[config.mk]
export PLATFORM = sky130hd
export DESIGN_NAME = luma_auto_brightness_flat
export DESIGN_NICKNAME = d
export VERILOG_FILES = /design/src/rtl/luma_auto_brightness_pkg.sv /design/src/rtl/luma_auto_brightness_if.sv /design/src/rtl/luma_auto_brightness_udiv_seq.sv /design/src/rtl/luma_auto_brightness.sv /design/src/flat_wrapper.sv
export SDC_FILE = /design/constraint.sdc
export NUM_CORES = 1
export LEC_CHECK = 0
export ABC_AREA = 1
export ABC_CLOCK_PERIOD_IN_PS = 6100
export BUFFER_PORTS_ARGS = -buffer_cell sky130_fd_sc_hd__buf_2
export CORE_ASPECT_RATIO = 0.8
export CORE_UTILIZATION = 33
export CTS_CLUSTER_DIAMETER = 200
export CTS_CLUSTER_SIZE = 10
export DETAILED_ROUTE_END_ITERATION = 8
export GPL_ROUTABILITY_DRIVEN = 0
export GPL_TIMING_DRIVEN = 0
export SYNTH_ARGS = -nofsm -noshare
export SYNTH_HDL_FRONTEND = slang
export SYNTH_SLANG_ARGS = --single-unit
[constraint.sdc]
create_clock -name clk -period 6.1 [get_ports clk]
set_input_delay 0.305 -clock clk [delete_from_list [all_inputs] [get_ports clk]]
set_output_delay 0.305 -clock clk [all_outputs]
set_load 0.02 [all_outputs]
[src/rtl/luma_auto_brightness_pkg.sv]
// Shared video-filter definitions: controller state encoding, coefficient width
// and the sign-extension helper the brightness filter uses as well.
package luma_auto_brightness_pkg;

  localparam int COE_WIDTH = 16;

  typedef enum logic [1:0] {
    ST_IDLE,
    ST_DIV,
    ST_UPD
  } state_t;

  // Replicates bit (src_width-1) of raw into every position above it.
  function automatic logic [COE_WIDTH-1:0] sext_coe(input logic [COE_WIDTH-1:0] raw,
                                                    input int src_width);
    logic [COE_WIDTH-1:0] res;
    for (int i = 0; i < COE_WIDTH; i++) begin
      res[i] = (i < src_width) ? raw[i] : raw[src_width-1];
    end
    return res;
  endfunction

endpackage

[src/rtl/luma_auto_brightness_if.sv]
// Video stream in, frame statistics and brightness coefficient out.
interface luma_auto_brightness_if #(
  parameter int PIXEL_WIDTH = 8
);
  import luma_auto_brightness_pkg::*;

  logic                   en_i;
  logic [PIXEL_WIDTH-1:0] target_i;
  logic [PIXEL_WIDTH-1:0] y_i;
  logic                   de_i;
  logic                   hs_i;
  logic                   vs_i;
  logic [COE_WIDTH-1:0]   coe_o;
  logic [PIXEL_WIDTH-1:0] mean_o;
  logic                   upd_o;
  logic                   empty_o;
  logic                   overrun_o;

  modport master (
    output en_i, target_i, y_i, de_i, hs_i, vs_i,
    input  coe_o, mean_o, upd_o, empty_o, overrun_o
  );

  modport slave (
    input  en_i, target_i, y_i, de_i, hs_i, vs_i,
    output coe_o, mean_o, upd_o, empty_o, overrun_o
  );

endinterface

[src/rtl/luma_auto_brightness_udiv_seq.sv]
// Restoring unsigned divider: one quotient bit per clock, done pulses exactly
// DIVIDEND_WIDTH cycles after start. The divisor must be non-zero.
module udiv_seq #(
  parameter int DIVIDEND_WIDTH = 32,
  parameter int DIVISOR_WIDTH  = 24,
  parameter int QUOTIENT_WIDTH = 8
) (
  input  logic                      clk,
  input  logic                      rst,
  input  logic                      start,
  input  logic [DIVIDEND_WIDTH-1:0] dividend,
  input  logic [DIVISOR_WIDTH-1:0]  divisor,
  output logic                      busy,
  output logic                      done,
  output logic [QUOTIENT_WIDTH-1:0] quotient
);

  localparam int LEFT_WIDTH = $clog2(DIVIDEND_WIDTH + 1);

  logic [DIVIDEND_WIDTH-1:0] shreg;
  logic [DIVISOR_WIDTH-1:0]  rem;
  logic [DIVISOR_WIDTH-1:0]  dsr;
  logic [LEFT_WIDTH-1:0]     left;
  logic [DIVISOR_WIDTH:0]    trial;
  logic                      fits;

  // shreg shifts dividend bits out of the top while quotient bits enter at the bottom.
  assign trial    = {rem, shreg[DIVIDEND_WIDTH-1]};
  assign fits     = trial >= {1'b0, dsr};
  assign busy     = left != '0;
  assign quotient = shreg[QUOTIENT_WIDTH-1:0];

  always_ff @(posedge clk or posedge rst) begin
    if (rst) begin
      shreg <= '0;
      rem   <= '0;
      dsr   <= '0;
      left  <= '0;
      done  <= 1'b0;
    end else begin
      done <= 1'b0;
      if (start) begin
        shreg <= dividend;
        rem   <= '0;
        dsr   <= divisor;
        left  <= LEFT_WIDTH'(DIVIDEND_WIDTH);
      end else if (busy) begin
        rem   <= fits ? DIVISOR_WIDTH'(trial - {1'b0, dsr}) : trial[DIVISOR_WIDTH-1:0];
        shreg <= {shreg[DIVIDEND_WIDTH-2:0], fits};
        left  <= left - LEFT_WIDTH'(1);
        done  <= (left == LEFT_WIDTH'(1));
      end
    end
  end

endmodule

[src/rtl/luma_auto_brightness.sv]
// Auto-brightness controller: accumulates luma per frame, divides for the mean
// at each frame start and turns (target - mean) into the filter coefficient.
module luma_auto_brightness
  import luma_auto_brightness_pkg::*;
#(
  parameter int PIXEL_WIDTH = 8,
  parameter int CNT_WIDTH   = 24,
  parameter int STEP_MAX    = 0
) (
  input logic                   clk,
  input logic                   rst,
  luma_auto_brightness_if.slave bus
);

  localparam int SUM_WIDTH = PIXEL_WIDTH + CNT_WIDTH;
  localparam logic signed [COE_WIDTH-1:0] STEP = COE_WIDTH'(STEP_MAX);

  logic                        vs_q;
  logic                        sof;
  logic [SUM_WIDTH-1:0]        sum;
  logic [CNT_WIDTH-1:0]        cnt;
  state_t                      state;
  logic                        div_start;
  logic                        div_busy;
  logic                        div_done;
  logic [PIXEL_WIDTH-1:0]      q;
  logic [PIXEL_WIDTH:0]        err;
  logic signed [COE_WIDTH-1:0] err_coe;
  logic signed [COE_WIDTH-1:0] coe_cur;
  logic signed [COE_WIDTH-1:0] delta;
  logic signed [COE_WIDTH-1:0] coe_next;

  assign sof = bus.vs_i & ~vs_q;
  // The divider latches sum/cnt at start, so its registers act as the frame snapshot.
  assign div_start = sof && (state == ST_IDLE) && !div_busy && (cnt != '0);

  always_ff @(posedge clk or posedge rst) begin
    if (rst) begin
      vs_q <= 1'b0;
      sum  <= '0;
      cnt  <= '0;
    end else begin
      vs_q <= bus.vs_i;
      if (sof) begin
        sum <= bus.de_i ? SUM_WIDTH'(bus.y_i) : '0;
        cnt <= bus.de_i ? CNT_WIDTH'(1) : '0;
      end else if (bus.de_i) begin
        sum <= sum + SUM_WIDTH'(bus.y_i);
        if (cnt != '1) cnt <= cnt + CNT_WIDTH'(1);
      end
    end
  end

  udiv_seq #(
    .DIVIDEND_WIDTH(SUM_WIDTH),
    .DIVISOR_WIDTH (CNT_WIDTH),
    .QUOTIENT_WIDTH(PIXEL_WIDTH)
  ) u_div (
    .clk     (clk),
    .rst     (rst),
    .start   (div_start),
    .dividend(sum),
    .divisor (cnt),
    .busy    (div_busy),
    .done    (div_done),
    .quotient(q)
  );

  assign err     = {1'b0, bus.target_i} - {1'b0, q};
  assign err_coe = signed'(sext_coe(COE_WIDTH'(err), PIXEL_WIDTH + 1));
  assign coe_cur = signed'(bus.coe_o);
  assign delta   = err_coe - coe_cur;

  always_comb begin
    coe_next = err_coe;
    if (STEP_MAX != 0) begin
      if (delta > STEP)       coe_next = coe_cur + STEP;
      else if (delta < -STEP) coe_next = coe_cur - STEP;
    end
  end

  always_ff @(posedge clk or posedge rst) begin
    if (rst) begin
      state         <= ST_IDLE;
      bus.mean_o    <= '0;
      bus.coe_o     <= '0;
      bus.upd_o     <= 1'b0;
      bus.empty_o   <= 1'b0;
      bus.overrun_o <= 1'b0;
    end else begin
      bus.upd_o   <= 1'b0;
      bus.empty_o <= 1'b0;
      if (sof && (state != ST_IDLE)) bus.overrun_o <= 1'b1;
      case (state)
        ST_IDLE: begin
          if (div_start)               state       <= ST_DIV;
          else if (sof && cnt == '0)   bus.empty_o <= 1'b1;
        end
        ST_DIV: begin
          if (div_done) state <= ST_UPD;
        end
        ST_UPD: begin
          bus.mean_o <= q;
          if (bus.en_i) bus.coe_o <= coe_next;
          bus.upd_o  <= 1'b1;
          state      <= ST_IDLE;
        end
        default: state <= ST_IDLE;
      endcase
    end
  end

endmodule

[src/flat_wrapper.sv]
// flat-port wrapper written by rule: the top's interface ports become plain ports
module luma_auto_brightness_flat import luma_auto_brightness_pkg::*;
#(
  parameter int PIXEL_WIDTH = 8,
  parameter int CNT_WIDTH   = 24,
  parameter int STEP_MAX    = 0
)
  (clk, rst, bus_en_i, bus_target_i, bus_y_i, bus_de_i, bus_hs_i, bus_vs_i, bus_coe_o, bus_mean_o, bus_upd_o, bus_empty_o, bus_overrun_o);
  luma_auto_brightness_if #(.PIXEL_WIDTH(PIXEL_WIDTH)) bus_i ();
  input logic clk;
  input logic rst;
  input wire logic [$bits(bus_i.en_i)-1:0] bus_en_i;
  input wire logic [$bits(bus_i.target_i)-1:0] bus_target_i;
  input wire logic [$bits(bus_i.y_i)-1:0] bus_y_i;
  input wire logic [$bits(bus_i.de_i)-1:0] bus_de_i;
  input wire logic [$bits(bus_i.hs_i)-1:0] bus_hs_i;
  input wire logic [$bits(bus_i.vs_i)-1:0] bus_vs_i;
  output wire logic [$bits(bus_i.coe_o)-1:0] bus_coe_o;
  output wire logic [$bits(bus_i.mean_o)-1:0] bus_mean_o;
  output wire logic [$bits(bus_i.upd_o)-1:0] bus_upd_o;
  output wire logic [$bits(bus_i.empty_o)-1:0] bus_empty_o;
  output wire logic [$bits(bus_i.overrun_o)-1:0] bus_overrun_o;
  assign bus_i.en_i = bus_en_i;
  assign bus_i.target_i = bus_target_i;
  assign bus_i.y_i = bus_y_i;
  assign bus_i.de_i = bus_de_i;
  assign bus_i.hs_i = bus_hs_i;
  assign bus_i.vs_i = bus_vs_i;
  assign bus_coe_o = bus_i.coe_o;
  assign bus_mean_o = bus_i.mean_o;
  assign bus_upd_o = bus_i.upd_o;
  assign bus_empty_o = bus_i.empty_o;
  assign bus_overrun_o = bus_i.overrun_o;
  luma_auto_brightness #(.PIXEL_WIDTH(PIXEL_WIDTH), .CNT_WIDTH(CNT_WIDTH), .STEP_MAX(STEP_MAX)) u_core (.clk(clk), .rst(rst), .bus(bus_i));
endmodule
==> results.cfg <==
[synth]
async_flop_share_pct = 100
syn_inst = 1535
synthesis.area_sq_mm = 0.0108
ys_seq_elements = 166
yosys.area.top_type = dfrtp_1
yosys.area_share.simple_pct = 33.7
synthesis.nets = 1604
synth_top_area_share_pct = 38.3
yosys_warnings = 0
ys.flop_type = dfrtp_1
synthMuxAreaShare_pct = 0
synthMostInstantiatedCell = nand2_1
synthTopCellsByArea = dfrtp_1 (38%), nand2_1 (15%), nand3_1 (9.1%), inv_1 (7.9%), ha_1 (5.1%)
synthTopCellsByCount = nand2_1 (421), inv_1 (227), nand3_1 (196)
synth.avg_cell_area_sq_um = 7.06
synth_cell_types = 43
synth_sequential_area_ratio_pct = 38.3
synth_xor_area_share_pct = 2.51
synth_compound_area_share_pct = 8.75
synthAdderAreaFrac_pct = 5.63
synth_edf_count = 0
synth_top_family_by_area = simple AND/OR/NAND/NOR gates

[placement]
placed_cell_area_sq_mm = 0.0116
hpwl_um = 24000
preCtsSetupSlack_ps = 3520
io_buffers = 47
place_inst = 2003

[hold_path]
worstHoldPathType = input port to register

[timing]
rsz0062_at_grt = no
final.period_utilization_pct = 43.6
fmax_mhz = 376
skew_ps = 12.3
post-route-min-period_ps = 2660
slew_violations = 0
hold_viol_final = 0
relSlewSlack_pct = 51.9
setup_ws_ps = 3440
worstMarginPinSlew_ps = 721
setup_viol = 0

[clock_tree]
cts-root-buf = clkbuf_16
clkTransAtPathRegs_ps = 70
cts_sinks = 166
ctsHoldBuffers = 2
ctsResizeCount = 0
clock_latency_ps = 440
cts_tree = built
post_cts_buffers = 0
cts_made_buffers = 17
clockBufferDepth = 2
htree_levels = 4

[route]
ant_nets = 0
drc = 0
first_pass_iters = 5
wl_um = 31200
via_per_inst = 5.05
drt_iter0_markers = 979
wl_per_cell_um = 15.3
dr_total_vias = 10300

[final_layout]
n_fill_cell = 3330
drive_above_1_share_pct = 8.16
diodes = 0
design_area_sq_mm = 0.0122
final_net_count = 1673
area.growth.synth_to_final_pct = 12.9
fin_cells = 2037

[pwr]
powerDensity_mw_per_mm2 = 420
leakage_nw = 5.94
peakVddDrop_mv = 0.167

[grt]
overflow = 0
grt_max_degree = 102
grt_pass1_wl_um = 50700
grt_util_all_layers_pct = 19.2
grt_pass1_vias = 9460
antenna_found_initial = 0

[die]
row_count = 58
design.die.area_sq_mm = 0.0336
chipWidth_um = 205
start_util_pct = 34.0
ios = 49
die_y_um = 164
fp.coreArea_sq_mm = 0.0319

[outcome]
outcome = finished, final reports clean

[critical_path]
cp.required_ps = 6430
crit_arrival_ps = 2990
cp_max_fo = 10
end_kind = register
criticalPathCategory = register to register
start_kind = register

[run]
max-cap-violations = 0
## worst max-delay path: stages, from the launching register on
cell,delay [ps]
dfrtp_1,420
ha_1,440
nand2_1,160
nor2_1,260
inv_1,100
nor3_1,180
nand2_1,200
nand3_2,250
buf_6,190
nand3_1,160
nand3_1,120
nand2_1,70
## registers in the layout, indices dropped and copies added (netlist names)
signal / flops
u_core.bus.empty_o: 1
u_core.vs_q: 1
u_core.state: 2
u_core.u_div.rem: 24
u_core.bus.overrun_o: 1
u_core.u_div.left: 6
u_core.cnt: 24
u_core.bus.upd_o: 1
u_core.u_div.dsr: 24
u_core.bus.coe_o: 9
u_core.u_div.shreg: 32
u_core.bus.mean_o: 8
u_core.u_div.done: 1
u_core.sum: 32
## layout make-up
cell class / count / area [sq um] / share of cell area [%]
buffer: 58 / 337 / 2.75
clock buffer: 19 / 453 / 3.70
clock inverter: 13 / 134 / 1.09
inverter: 230 / 871 / 7.12
multi-input combinational: 1081 / 5480 / 44.8
sequential: 166 / 4150 / 33.9
tap: 420 / 526 / 4.29
timing repair buffer: 50 / 283 / 2.31
## final timing paths
kind	slack (ps)	cells past startpoint	endpoint	from
min in group asynchronous	450	3	u_core.bus.upd_o$_DFF_PP0_	rst
setup reg to reg	3440	11	u_core.u_div.rem[21]$_DFFE_PP0P_	u_core.u_div.rem[18]$_DFFE_PP0P_
hold / removal	160	3	u_core.sum[7]$_DFFE_PP0P_	bus_y_i[7]
hold reg to reg	430	1	u_core.u_div.done$_DFF_PP0_	u_core.u_div.left[4]$_DFFE_PP0P_
max in group asynchronous	4760	4	u_core.u_div.shreg[10]$_DFFE_PP0P_	rst
setup / recovery	3440	11	u_core.u_div.rem[21]$_DFFE_PP0P_	u_core.u_div.rem[18]$_DFFE_PP0P_
## cells by family after synthesis
logic type               count (synthesis)
AO/OA/AOI/OAI                          168
AND/OR/NAND/NOR                        835
XOR/XNOR                                31
flip-flops                             166
adder cells (fa/ha/maj)                 47
buffers and inverters                  288
## cells in the final DEF (no fill, tap or decap), types with 20 or more instances in the layout
| master | n |
|---|---|
| inv_1 | 226 |
| nor3_1 | 36 |
| o21ai_0 | 61 |
| nor2_1 | 103 |
| nand3_1 | 196 |
| ha_1 | 44 |
| a21oi_1 | 34 |
| nand2_1 | 421 |
| xor2_1 | 20 |
| clkbuf_1 | 25 |
| buf_2 | 55 |
| o21ai_1 | 34 |
| dfrtp_1 | 166 |
| nand4_1 | 47 |
## stage by stage
| stage | power [mW] | util [%] | hold WS, ps | setup TNS [ps] |
|---|---|---|---|---|
| after floorplan | 3.38 | - | 336 | 0 |
| after global placement | 3.98 | 36.4 | 420 | -154650 |
| after detailed placement | 4.03 | 36.5 | 394 | 0 |
| after CTS | 5.14 | 38.4 | 152 | 0 |
| after global routing | 5.58 | 38.4 | 166 | 0 |
| final | 5.14 | 38.4 | 159 | 0 |
## per-layer routing
layer | track usage (%) | vias up | wire length, um
li1 | - | 5118 | -
met1 | 29.2 | 4846 | 16100
met2 | 27.6 | 295 | 12800
met3 | 3.23 | 29 | 1840
met4 | 5.29 | 0 | 456
met5 | 0 | - | 0
## where the power goes
group | switching (mW) | leakage [nW] | internal (mW)
logic | 1.56 | 3.57 | 0.873
clock network | 0.504 | 0.285 | 0.597
registers | 0.208 | 2.08 | 1.40
(Power assumes the default switching activity.)
